### src/rtl/clock_reset_seq.sv
// ============================================================================
// Module   : clock_reset_seq
// Brief    : Staggered per-channel reset release behind synchronised lock and
//            external reset, plus programmable divided clocks and enables.
// Revision : 1.0
// ============================================================================
`default_nettype none

module clock_reset_seq #(
  parameter int NCH       = 3,
  parameter int DIV_W     = 8,
  parameter int DEBOUNCE  = 4,
  parameter int STAGE_DLY = 16
) (
  input  logic                 clk,
  input  logic                 reset,
  input  logic                 ext_reset_n,
  input  logic                 pll_lock,
  input  logic [NCH*DIV_W-1:0] div_cfg,
  input  logic                 div_load,
  output logic [NCH-1:0]       clk_out,
  output logic [NCH-1:0]       clk_en_out,
  output logic [NCH-1:0]       rst_n_out,
  output logic                 all_ready,
  output logic                 pll_lock_n
);

  localparam int DW = $clog2(DEBOUNCE + 1);
  localparam int SW = (STAGE_DLY > 1) ? $clog2(STAGE_DLY) : 1;
  localparam int IW = (NCH > 1) ? $clog2(NCH) : 1;
  localparam logic [DW-1:0] c_deb_max  = DW'(DEBOUNCE);
  localparam logic [SW-1:0] c_stg_last = SW'(STAGE_DLY - 1);
  localparam logic [IW-1:0] c_idx_last = IW'(NCH - 1);

  typedef enum logic [1:0] {
    HOLD    = 2'd0,
    WAIT_OK = 2'd1,
    STAGE   = 2'd2,
    RUN     = 2'd3
  } state_t;

  logic [1:0]     r_ext_sync;
  logic [1:0]     r_lock_sync;
  logic           r_lock_n;
  logic           w_ok;
  logic [DW-1:0]  r_deb;
  logic [DW-1:0]  w_deb_next;
  logic           w_done_next;
  state_t         r_state;
  state_t         w_state_next;
  logic [SW-1:0]  r_stg;
  logic [SW-1:0]  w_stg_next;
  logic [IW-1:0]  r_idx;
  logic [IW-1:0]  w_idx_next;
  logic [NCH-1:0] r_rst_n;
  logic [NCH-1:0] w_rst_n_next;
  logic           r_ready;
  logic           w_ready_next;
  logic           w_run;

  always_ff @(posedge clk) begin
    if (reset) begin
      r_ext_sync  <= 2'b00;
      r_lock_sync <= 2'b00;
      r_lock_n    <= 1'b1;
      r_deb       <= '0;
    end else begin
      r_ext_sync  <= {r_ext_sync[0], ext_reset_n};
      r_lock_sync <= {r_lock_sync[0], pll_lock};
      r_lock_n    <= ~r_lock_sync[1];
      r_deb       <= w_deb_next;
    end
  end

  assign w_ok = r_ext_sync[1] & r_lock_sync[1];

  always_comb begin
    w_deb_next = '0;
    if (w_ok)
      w_deb_next = (r_deb == c_deb_max) ? r_deb : r_deb + DW'(1);
  end

  // Leave WAIT_OK on the edge the count saturates so the first stage cycle
  // overlaps the final debounce cycle.
  assign w_done_next = (w_deb_next == c_deb_max);

  always_ff @(posedge clk) begin
    if (reset) begin
      r_state <= HOLD;
      r_stg   <= '0;
      r_idx   <= '0;
      r_rst_n <= '0;
      r_ready <= 1'b0;
    end else begin
      r_state <= w_state_next;
      r_stg   <= w_stg_next;
      r_idx   <= w_idx_next;
      r_rst_n <= w_rst_n_next;
      r_ready <= w_ready_next;
    end
  end

  always_comb begin
    w_state_next = r_state;
    w_stg_next   = r_stg;
    w_idx_next   = r_idx;
    w_rst_n_next = r_rst_n;
    w_ready_next = r_ready;
    if (r_state == HOLD) begin
      w_state_next = WAIT_OK;
      w_rst_n_next = '0;
      w_ready_next = 1'b0;
    end else if (!w_ok) begin
      w_state_next = WAIT_OK;
      w_stg_next   = '0;
      w_idx_next   = '0;
      w_rst_n_next = '0;
      w_ready_next = 1'b0;
    end else begin
      case (r_state)
        WAIT_OK: begin
          if (w_done_next) begin
            w_state_next = STAGE;
            w_stg_next   = '0;
            w_idx_next   = '0;
          end
        end
        STAGE: begin
          if (r_stg == c_stg_last) begin
            w_stg_next          = '0;
            w_rst_n_next[r_idx] = 1'b1;
            if (r_idx == c_idx_last) begin
              w_state_next = RUN;
              w_ready_next = 1'b1;
            end else begin
              w_idx_next = r_idx + IW'(1);
            end
          end else begin
            w_stg_next = r_stg + SW'(1);
          end
        end
        RUN: begin
          w_rst_n_next = '1;
          w_ready_next = 1'b1;
        end
        default: begin
          w_state_next = WAIT_OK;
        end
      endcase
    end
  end

  assign w_run = (r_state != HOLD);

  generate
    for (genvar g = 0; g < NCH; g++) begin : g_div
      logic [DIV_W-1:0] r_pend;
      logic [DIV_W-1:0] r_cur;
      logic [DIV_W-1:0] r_hc;
      logic             r_clk;
      logic             r_en;
      logic             w_wrap;

      assign w_wrap = (r_hc == r_cur);

      // A new divide value only takes effect at a toggle, so no half-period
      // is ever cut short by a load.
      always_ff @(posedge clk) begin
        if (reset) begin
          r_pend <= '0;
          r_cur  <= '0;
          r_hc   <= '0;
          r_clk  <= 1'b0;
          r_en   <= 1'b0;
        end else begin
          if (div_load)
            r_pend <= div_cfg[g*DIV_W +: DIV_W];
          if (!w_run) begin
            r_hc  <= '0;
            r_clk <= 1'b0;
            r_en  <= 1'b0;
          end else if (w_wrap) begin
            r_hc  <= '0;
            r_clk <= ~r_clk;
            r_en  <= ~r_clk;
            r_cur <= div_load ? div_cfg[g*DIV_W +: DIV_W] : r_pend;
          end else begin
            r_hc <= r_hc + DIV_W'(1);
            r_en <= 1'b0;
          end
        end
      end

      assign clk_out[g]    = r_clk;
      assign clk_en_out[g] = r_en;
    end
  endgenerate

  assign rst_n_out  = r_rst_n;
  assign all_ready  = r_ready;
  assign pll_lock_n = r_lock_n;

endmodule

`default_nettype wire

### config.mk
export PLATFORM = sky130hd
export DESIGN_NAME = clock_reset_seq
export DESIGN_NICKNAME = d
export VERILOG_FILES = /design/src/rtl/clock_reset_seq.sv
export SDC_FILE = /design/constraint.sdc
export NUM_CORES = 1
export LEC_CHECK = 0
export BUFFER_PORTS_ARGS = -buffer_cell sky130_fd_sc_hd__buf_2
export CAP_MARGIN = 15
export CELL_PAD_IN_SITES_DETAIL_PLACEMENT = 1
export CELL_PAD_IN_SITES_GLOBAL_PLACEMENT = 1
export CORE_MARGIN = 1.5
export CORE_UTILIZATION = 35
export CTS_BUF_LIST = sky130_fd_sc_hd__clkbuf_4 sky130_fd_sc_hd__clkbuf_8
export DETAILED_ROUTE_END_ITERATION = 10
export PLACE_DENSITY = 0.6
export SKIP_CTS_REPAIR_TIMING = 1
export SLEW_MARGIN = 15
export SYNTH_ARGS = -nofsm -noshare
export SYNTH_HDL_FRONTEND = slang
export SYNTH_SLANG_ARGS = --single-unit
### constraint.sdc
create_clock -name clk -period 2.9 [get_ports clk]
set_clock_uncertainty 0.2 [all_clocks]
set_input_delay 0.145 -clock clk [delete_from_list [all_inputs] [get_ports clk]]
set_output_delay 0.145 -clock clk [all_outputs]
set_load 0.1 [all_outputs]
==> out/qor.csv <==
metric;value;unit
status;finished with violations;
violations;negative hold slack;
via_per_inst;4.77;
grt-ovfl-total;0;
critical_path_class;flop to flop;
grt_antenna_before_repair;0;
place.gp.congestion;0.729;
leakagePower;2.24;nW
holdWs;-6.73;ps
grt_use_met1;0.183;
drc;0;
placed_area;4550;µm²
area_growth;17.2;%
grt_util_met3;0.0289;
powerDensity;665;nW/µm²
worstMarginPinSlew;797;ps
postSynthAreaPerCell;10.2;µm²
multi_input_area;2170;µm²
ys_ff_latch;98;
grt_use_met2;0.227;
yosys_warnings;0;
fp-row-count;40;
synth.top_cell.area_share;0.462;
die_w;113;µm
fin_area;4980;µm²
crit_family;simple AND/OR/NAND/NOR gates;
grt_busiest_layer;met2;
antenna_left;0;
path_cells;inv_1 -> ha_1 -> buf_4 -> nor2_1 -> nand2_1 -> nor2_1;
final-setup-viol-count;0;
grt_max_degree;28;
root_buffer;clkbuf_8;
initial_utilization;0.357;
critPathArrivalTime;2320;ps
hold_viol;2;
fin_ws;689;ps
yosysTopAreaCell;dfxtp_1;
syn-cell-area;4250;µm²
dieArea;12800;µm²
num_vias;3004;
grt_pass1_vias;3085;
rsz0062_at_grt;false;
cp_slowest_stage_delay;460;ps
hp-class;input pin to flop;
dp_hpwl;6020;µm
grt_pass1_wl;14500;µm
wl;8570;µm
fmax;0.452;GHz
finalNetCount;522;
cts_made_buffers;9;
place_ws;691;ps
detail_route.wl_per_cell;13.6;µm
clockBufferDepth;2;
antennaDiodeCount;0;
fill_cells;1364;
die_h;113;µm
cpMostUsedCell;nor2_1;
syn_inst;418;
start_kind;flop;
netlist-cell-type-count;40;
required;3010;ps
endpoint_kind;flop;
gr-usage-all-layers;0.142;
worst_path_max_delay_cell;nor2_1;
portBuffers;39;
cap_violations;0;
cts.sinks;98;
drt_first_pass_iters;4;
yosysSeqAreaShare;0.462;
fin_tns_setup;0;ps
fp.coreArea;11900;µm²
critPathBufInv;2;
drive_gt1_frac;0.145;
finalMaxSlewViolations;0;
ios;40;
insertion_delay;370;ps
min_period;2210;ps
clk_pin_slew_worst_paths;90;ps
slew_headroom;0.468;
drt-initial-drc-count;88;
ctsHtreeMaxLevel;3;
crit_path_max_fanout;9;
regArea;1960;µm²
synth_area_leaders;dfxtp_1 (46%), xor2_1 (8.0%), mux2_1 (6.4%);
synth_nets;461;
min_period_over_period;0.762;
cts_tree;built;
ir_drop;0.000435;V
[Yosys cell counts, drive strengths merged]
cell and count:
xor2 39, nor3 2, o21a 6, mux2 24, dfxtp 98, a32o 1, nand2b 3, buf 11
a41oi 1, o2111ai 1, ha 14, nor2 59, mux2i 26, clkbuf 7, inv 6, o21bai 1
nor2b 28, a31o 5, and2 2, a311o 1, a21oi 13, and3 10, nand2 16, o21ai 4
a21boi 1, nand4 2, nand4bb 1, a211oi 1, a221oi 1, nand3 18, nor4 9, nand3b 3
xnor2 3, and4b 1
[sequential cells by signal, indices dropped and copies added, names as in the netlist]
| register | count |
|---|---|
| all_ready | 1 |
| g_div.r_clk | 3 |
| g_div.r_cur | 24 |
| g_div.r_en | 3 |
| g_div.r_hc | 24 |
| g_div.r_pend | 24 |
| pll_lock_n | 1 |
| r_deb | 3 |
| r_ext_sync | 2 |
| r_idx | 2 |
| r_lock_sync | 2 |
| r_state | 2 |
| r_stg | 4 |
| rst_n_out | 3 |
[cells by family after synthesis]
group,count (synthesis),synth area share
flip-flops,98,0.462
XOR/XNOR,42,0.0866
adder cells (fa/ha/maj),14,0.0412
AND/OR/NAND/NOR,154,0.197
buffers and inverters,24,0.0280
AO/OA/AOI/OAI,36,0.0601
multiplexers,50,0.125
[through the flow]
stage | hold slack (ps) | instances | power [W] | utilization
detailed placement | 164 | 589 | 0.00255 | 0.382
floorplan | 73.2 | 418 | 0.00239 | -
CTS | -242 | 604 | 0.00335 | 0.396
global route | 8.94 | 630 | 0.00351 | 0.418
finish | -6.73 | 630 | 0.00331 | 0.418
global placement | 153 | 589 | 0.00254 | 0.382
[routing by layer]
metal | vias up | part of all wire
met5 | - | 0
met4 | 0 | 0.020
met3 | 11 | 0.025
met2 | 36 | 0.46
met1 | 1427 | 0.50
li1 | 1530 | -
[worst paths after layout]
check                               startpoint                  to  cells past startpoint  slack [ps]
worst max-delay path                r_state[0]    g_div[0].r_hc[7]                      6         690
worst min register to register  r_lock_sync[1]          pll_lock_n                      1         230
worst max register to register      r_state[0]    g_div[0].r_hc[7]                      6         690
worst min-delay path                     reset  g_div[1].r_pend[0]                      2          -7
[layout by cell type, fill, tap and decap left out, types with 2 or more instances in the layout]
cell and instances:
a21oi_1 13, a31o_1 2, a31o_2 3, and2_1 2, and3_1 10, buf_2 39
buf_4 3, clkbuf_8 9, clkinv_2 2, clkinvlp_4 3, dfxtp_1 98, dlygate4sd3_1 26
ha_1 14, inv_1 6, mux2_1 24, mux2i_1 26, nand2_1 13, nand2_2 3
nand2b_1 3, nand3_1 18, nand3b_1 3, nand4_1 2, nor2_1 56, nor2_8 3
nor2b_1 28, nor3_1 2, nor4_1 6, nor4_2 3, o21a_1 6, o21ai_0 2
o21ai_1 2, xnor2_1 3, xor2_1 39
[where the power goes]
| part | switching (W) | total, W | internal (W) |
|---|---|---|---|
| Combinational | 0.000620 | 0.000936 | 0.000316 |
| Sequential | 0.0000983 | 0.00158 | 0.00149 |
| Clock | 0.000476 | 0.000790 | 0.000314 |
[area by class of cell]
cell class,count,share of cell area
Timing Repair Buffer,68,0.0960
Multi-Input combinational cell,296,0.435
Inverter,6,0.00452
Clock inverter,5,0.00654
Clock buffer,10,0.0264
Sequential cell,98,0.394
Tap cell,147,0.0370
[worst register-to-register path: stages, from the launching register on]
cell and delay [ps]:
dfxtp_1 450, inv_1 120, ha_1 250, buf_4 220, nor2_1 460, nand2_1 300, nor2_1 160
Note: power is estimated with default switching activity, not from simulation.
